**src/rtl/seq_mem_pkg.sv**
```systemverilog
// Shared types and limits for the sequential memory with pipelined reads.
package seq_mem_pkg;

  typedef enum logic {
    IDLE  = 1'b0,
    CLEAR = 1'b1
  } state_t;

  localparam int MAX_READ_LATENCY = 4;

endpackage

```
**src/rtl/seq_mem_rd_pipe.sv**
```systemverilog
// Valid/data delay line of LATENCY stages; each stage keeps its data when no
// valid enters, so the last stage holds the most recent completed read.
module seq_mem_rd_pipe #(
  parameter int WIDTH   = 32,
  parameter int LATENCY = 1
) (
  input  logic             clk,
  input  logic             reset,
  input  logic             in_valid,
  input  logic [WIDTH-1:0] in_data,
  output logic             out_valid,
  output logic [WIDTH-1:0] out_data
);

  genvar gi;
  generate
    for (gi = 0; gi < LATENCY; gi++) begin : g_stage
      logic             valid_reg;
      logic [WIDTH-1:0] data_reg;
      logic             src_valid;
      logic [WIDTH-1:0] src_data;

      if (gi == 0) begin : g_head
        assign src_valid = in_valid;
        assign src_data  = in_data;
      end else begin : g_tail
        assign src_valid = g_stage[gi-1].valid_reg;
        assign src_data  = g_stage[gi-1].data_reg;
      end

      always_ff @(posedge clk or negedge reset) begin
        if (!reset) begin
          valid_reg <= 1'b0;
          data_reg  <= '0;
        end else begin
          valid_reg <= src_valid;
          if (src_valid) begin
            data_reg <= src_data;
          end
        end
      end
    end
  endgenerate

  assign out_valid = g_stage[LATENCY-1].valid_reg;
  assign out_data  = g_stage[LATENCY-1].data_reg;

endmodule

```
**src/rtl/seq_mem_pipe.sv**
```systemverilog
// Byte-maskable word memory with pipelined reads, single-request arbitration,
// and a one-word-per-cycle clear sweep with a sticky error flag.
module seq_mem_pipe
  import seq_mem_pkg::*;
#(
  parameter int WIDTH        = 32,
  parameter int SIZE         = 16,
  parameter int IDX_SIZE     = 4,
  parameter int READ_LATENCY = 1
) (
  input  logic                  clk,
  input  logic                  reset,
  input  logic [IDX_SIZE-1:0]   addr0,
  input  logic                  read_en,
  output logic [WIDTH-1:0]      out,
  output logic                  read_done,
  input  logic [WIDTH-1:0]      in,
  input  logic                  write_en,
  input  logic [WIDTH/8-1:0]    write_mask,
  output logic                  write_done,
  input  logic                  clear_en,
  output logic                  busy,
  output logic                  clear_done,
  output logic                  error
);

  localparam int NBYTES = WIDTH / 8;
  localparam int AW     = (SIZE > 1) ? $clog2(SIZE) : 1;
  localparam logic [IDX_SIZE-1:0] LAST_IDX = IDX_SIZE'(SIZE - 1);

  if (WIDTH % 8 != 0) begin : g_bad_width
    $error("seq_mem_pipe: WIDTH must be a multiple of 8");
  end
  if (READ_LATENCY < 1 || READ_LATENCY > MAX_READ_LATENCY) begin : g_bad_latency
    $error("seq_mem_pipe: READ_LATENCY must be within 1..MAX_READ_LATENCY");
  end
  if ((2 ** IDX_SIZE) < SIZE) begin : g_bad_idx
    $error("seq_mem_pipe: IDX_SIZE too narrow for SIZE");
  end

  state_t                state_reg, state_next;
  logic [IDX_SIZE-1:0]   clr_cnt_reg, clr_cnt_next;
  logic                  write_done_reg, write_done_next;
  logic                  clear_done_reg, clear_done_next;
  logic                  error_reg, error_next;
  logic                  acc_read, acc_write;
  logic                  in_range;
  logic [1:0]            req_cnt;
  logic [AW-1:0]         addr_idx, clr_idx;
  logic [WIDTH-1:0]      rd_data;
  wire  [WIDTH-1:0]      rd_word;

  assign req_cnt  = 2'(read_en) + 2'(write_en) + 2'(clear_en);
  assign in_range = (32'(addr0) < 32'(SIZE));
  assign addr_idx = addr0[AW-1:0];
  assign clr_idx  = clr_cnt_reg[AW-1:0];

  always_comb begin
    state_next      = state_reg;
    clr_cnt_next    = clr_cnt_reg;
    write_done_next = 1'b0;
    clear_done_next = 1'b0;
    error_next      = error_reg;
    acc_read        = 1'b0;
    acc_write       = 1'b0;
    case (state_reg)
      IDLE: begin
        if (req_cnt > 2'd1) begin
          error_next = 1'b1;
        end else if (read_en) begin
          acc_read = 1'b1;
          if (!in_range) error_next = 1'b1;
        end else if (write_en) begin
          // Out-of-range writes are dropped but still acknowledged.
          acc_write       = in_range;
          write_done_next = 1'b1;
          if (!in_range) error_next = 1'b1;
        end else if (clear_en) begin
          state_next   = CLEAR;
          clr_cnt_next = '0;
        end
      end
      CLEAR: begin
        if (req_cnt != 2'd0) error_next = 1'b1;
        if (clr_cnt_reg == LAST_IDX) begin
          state_next      = IDLE;
          clear_done_next = 1'b1;
          error_next      = 1'b0;
        end else begin
          clr_cnt_next = clr_cnt_reg + 1'b1;
        end
      end
      default: state_next = IDLE;
    endcase
  end

  always_ff @(posedge clk or negedge reset) begin
    if (!reset) begin
      state_reg      <= IDLE;
      clr_cnt_reg    <= '0;
      write_done_reg <= 1'b0;
      clear_done_reg <= 1'b0;
      error_reg      <= 1'b0;
    end else begin
      state_reg      <= state_next;
      clr_cnt_reg    <= clr_cnt_next;
      write_done_reg <= write_done_next;
      clear_done_reg <= clear_done_next;
      error_reg      <= error_next;
    end
  end

  // One memory per byte lane so each lane has its own write enable.
  genvar gi;
  generate
    for (gi = 0; gi < NBYTES; gi++) begin : g_lane
      logic [7:0] lane_mem [2**AW];

      always_ff @(posedge clk) begin
        if (state_reg == CLEAR) begin
          lane_mem[clr_idx] <= 8'h00;
        end else if (acc_write && write_mask[gi]) begin
          lane_mem[addr_idx] <= in[8*gi +: 8];
        end
      end

      assign rd_word[8*gi +: 8] = lane_mem[addr_idx];
    end
  endgenerate

  assign rd_data = in_range ? rd_word : '0;

  seq_mem_rd_pipe #(
    .WIDTH   (WIDTH),
    .LATENCY (READ_LATENCY)
  ) u_rd_pipe (
    .clk       (clk),
    .reset     (reset),
    .in_valid  (acc_read),
    .in_data   (rd_data),
    .out_valid (read_done),
    .out_data  (out)
  );

  assign write_done = write_done_reg;
  assign clear_done = clear_done_reg;
  assign error      = error_reg;
  assign busy       = (state_reg == CLEAR);

endmodule

```
**config.mk**
```make
export PLATFORM = sky130hd
export DESIGN_NAME = seq_mem_pipe
export DESIGN_NICKNAME = d
export VERILOG_FILES = /design/src/rtl/seq_mem_pkg.sv /design/src/rtl/seq_mem_rd_pipe.sv /design/src/rtl/seq_mem_pipe.sv
export SDC_FILE = /design/constraint.sdc
export NUM_CORES = 1
export LEC_CHECK = 0
export BUFFER_PORTS_ARGS = -buffer_cell sky130_fd_sc_hd__clkbuf_2
export CAP_MARGIN = 40
export CORE_ASPECT_RATIO = 2
export CORE_MARGIN = 4
export CORE_UTILIZATION = 40
export DETAILED_ROUTE_END_ITERATION = 10
export PLACE_DENSITY_LB_ADDON = 0.2
export SYNTH_ARGS = -nofsm -noshare
export SYNTH_HDL_FRONTEND = slang
export SYNTH_SLANG_ARGS = --single-unit
```
**constraint.sdc**
```tcl
create_clock -name clk -period 2.55 [get_ports clk]
set_clock_uncertainty 0.2 [all_clocks]
set_input_delay 0.51 -clock clk [delete_from_list [all_inputs] [get_ports clk]]
set_output_delay 0.51 -clock clk [all_outputs]
set_load 0.03 [all_outputs]
```
==> results.py <==
metrics = {
    "detailed_routing": {
        "drt_pre_antenna_iters": 5,
        "remaining_drc_errors": 0,
        "routed_wirelength_mm": 55.53,
        "num_vias": 12210,
        "vias_per_cell": 5.330,
        "drt_wl_cell_um": 24.25,
        "drt_iter0_markers": 721,
        "detail_route_antenna_nets": 0,
    },
    "grt": {
        "antenna_found_initial": 3,
        "total_overflow_reported_by_the_global_router": 0,
        "grt_first_pass_wirelength_mm": 82.39,
        "first_global_vias": 12810,
        "largest_net_degree_at_the_start_of_global_routing": 52,
        "gr-usage-all-layers_pct": 18.43,
    },
    "sta": {
        "worst_hold_slack_ps": 188.7,
        "max_slew.worst_pin.slew_ps": 763.8,
        "max_freq_ghz": 0.4047,
        "postLayoutSetupSlackWorst_ps": 79.16,
        "setup_viol_count_final": 0,
        "final.period_utilization_pct": 96.90,
        "max-slew-margin-rel_pct": 48.89,
        "setup_repair_after_global_routing_missed_its_margin": "true",
        "final_hold_violation_count": 0,
        "finalCriticalPeriod_ps": 2471,
        "timing_max_transition_violations_final": 0,
    },
    "power_and_ir_drop": {
        "pwr-share-clk_pct": 29.5,
        "p_sw_w": 0.006557,
        "power.leakage_nw": 9.542,
        "ir_drop_uv": 409.2,
        "internal_power_w": 0.01659,
        "cellPowerDensity_nw_per_um2": 877.6,
        "power_frac_comb_pct": 20.1,
        "switching_share_pct": 28.33,
        "report.power.total_w": 0.02314,
        "pwr-share-seq_pct": 50.4,
    },
    "final_layout": {
        "layout_commonest_cell": "edfxtp_1",
        "layoutNonFillerInstCount": 2290,
        "layout.nets": 1559,
        "area_growth_syn_to_layout_pct": 18.53,
        "final_standard_cell_area_without_fillers_um2": 26370,
        "fillerInstances": 4777,
        "fraction_of_layout_cells_with_a_size_suffix_above_1_pct": 24.09,
        "layout.cells.most_common_list": "edfxtp_1, mux2i_1, a22oi_1",
        "flip_flop_count_of_the_largest_register_after_layout": 512,
    },
    "logic_synthesis": {
        "synth_seq_area_share_pct": 73.71,
        "ys.warnings.count": 0,
        "synth_seq_cells": 553,
        "syn_area_per_cell_um2": 16.77,
        "synthDistinctLibCells": 39,
        "postSynthCellCount": 1327,
        "syn_area_um2": 22250,
        "syn_nets": 1374,
    },
    "setup_path": {
        "critical_path.max_fanout": 11,
        "critical_path.n_buffers_inverters": 2,
        "critical_path_class": "reg2reg",
        "worst_path_most_repeated_cell": "buf_4",
        "path_cells": "and4bb_4 > and2_4 > mux2i_2 > buf_4 > nor2_2 > buf_4",
        "cp_slowest_cell": "and4bb_4",
        "cp.required_ps": 2670,
        "crit_path_max_incr_delay_ps": 500,
        "gate_family_responsible_for_the_most_delay_along_the_worst_path": "simple AND/OR/NAND/NOR gates",
        "critical_path_arrival_ps": 2590,
        "start_kind": "flip-flop",
        "worst_setup_path_end_kind": "flip-flop",
    },
    "clock_tree": {
        "cts_root_buf": "clkbuf_16",
        "cts_inserted_buffers": 45,
        "cts_tree": "built",
        "clock_latency_ps": 570,
        "htree_num_levels": 2,
        "post-cts-setup-buffer-count": 0,
        "clk_path_buf_depth": 3,
        "clkTransAtPathRegs_ps": 60,
        "cts_num_sinks": 553,
    },
    "die": {
        "start_util_pct": 40.26,
        "design.die.area_um2": 59690,
        "fp.dieH_um": 341.5,
        "top_level_ports": 82,
        "fp-row-count": 122,
        "die_width_um": 174.8,
        "coreArea_um2": 55260,
    },
    "hold_path": {
        "hold_path.class": "in2reg",
    },
    "placed_design": {
        "postPlaceCellArea_um2": 24880,
        "dp_hpwl_mm": 38.58,
        "gp_routability_congestion": 0.8134,
        "dpl.cell_count": 2208,
        "port_buffers": 81,
        "place_worst_setup_slack_ps": -561.1,
    },
    "run_status": {
        "status": "completed",
    },
    "job": {
        "max_cap_viol_count": 0,
    },
}
logic make-up after synthesis:
family / count (synthesis) / share of synthesized area [%]
muxes: 270 / 12.36
and+or+nand+nor: 213 / 4.735
AOI/OAI and AO/OA: 195 / 6.659
buffers and inverters: 93 / 2.351
xor gates and xnor gates: 1 / 0.03937
adders and majority gates: 2 / 0.1462
DFF: 553 / 73.71
final timing paths:
check                      cells past startpoint  slack [ps]                               start                                   to
min reg2reg                                    2         300  u_rd_pipe.out_data[27]$_DFFE_PN0P_   u_rd_pipe.out_data[27]$_DFFE_PN0P_
min                                            4         190                            write_en           clr_cnt_reg[3]$_DFFE_PN0P_
min in group asynchronous                      2         290                               reset    u_rd_pipe.out_data[7]$_DFFE_PN0P_
max in group asynchronous                      3        1150                               reset   u_rd_pipe.out_data[27]$_DFFE_PN0P_
max                                            6          80                      busy$_DFF_PN0_  g_lane[3].lane_mem[15][5]$_DFFE_PP_
max reg2reg                                    6          80                      busy$_DFF_PN0_  g_lane[3].lane_mem[15][5]$_DFFE_PP_
Yosys cell counts (all sizes together):
cell type	n	area [µm²]
a21oi	26	175.2
a22oi	130	975.9
a31oi	1	6.260
a32o	1	10.01
a32oi	33	289.0
and2	8	57.56
and2b	2	15.01
and3	34	212.7
and4bb	1	16.27
buf	60	399.1
clkbuf	25	93.84
dfrtp	41	1026
edfxtp	512	15370
fa	1	20.02
ha	1	12.51
inv	8	30.03
mux2i	270	2749
nand2	57	236.5
nand2b	1	6.260
nand3	34	170.2
nand3b	1	20.02
nand4	1	6.260
nor2	63	239.0
nor2b	8	50.05
nor3b	2	15.01
nor4b	1	8.760
o21ai	3	15.01
o32a	1	10.01
xor2	1	8.760
power by group through the flow:
stage / clock (W) / sequential (W) / combinational, W
6_report: 0.00683 / 0.0117 / 0.00464
5_1_grt: 0.00733 / 0.0118 / 0.00497
4_1_cts: 0.00701 / 0.0117 / 0.00467
3_5_place_dp: 0 / 0.0119 / 0.00463
3_3_place_gp: 0 / 0.0118 / 0.00457
2_1_floorplan: 0 / 0.0122 / 0.00216
stage by stage:
stage                     TNS (ps)  util (%)
after global routing         -2380     47.72
after detailed placement   -165070     45.02
final                            0     47.72
after CTS                    -1708     47.63
after floorplan             -709.4         -
after global placement     -141260     45.02
routing by layer:
| layer | routed length, µm | up-vias | track usage (%) | part of all wire (%) |
|---|---|---|---|---|
| li1 | - | 5606 | - | - |
| met1 | 20610 | 6239 | 20.92 | 37 |
| met2 | 31100 | 278 | 35.53 | 56 |
| met3 | 2057 | 82 | 2.111 | 3.7 |
| met4 | 1765 | 0 | 6.243 | 3.2 |
| met5 | 0 | - | 0 | 0 |
worst register-to-register path, delay by kind of cell (launching register included):
family,cells,cell delay (ps)
DFF,1,370
muxes,1,500
buffers and inverters,2,350
and+or+nand+nor,3,800
cell type report:
class / instances / area [µm²] / share of cell area (%)
antenna: 2 / 5.005 / 0.01898
clock buffer: 55 / 1174 / 4.450
clock inverter: 24 / 246.5 / 0.9347
inverter: 8 / 30.03 / 0.1139
multi-input combinational: 681 / 5563 / 21.09
sequential: 553 / 16400 / 62.19
tap: 744 / 930.9 / 3.530
timing repair buffer: 223 / 2022 / 7.667
what timing repair did:
item,in CTS,in global routing
hold buffers,1,0
resized for setup,5,12
endpoints found under the hold margin,13,0
setup endpoints to repair,80,100
(Power assumes the default switching activity.)
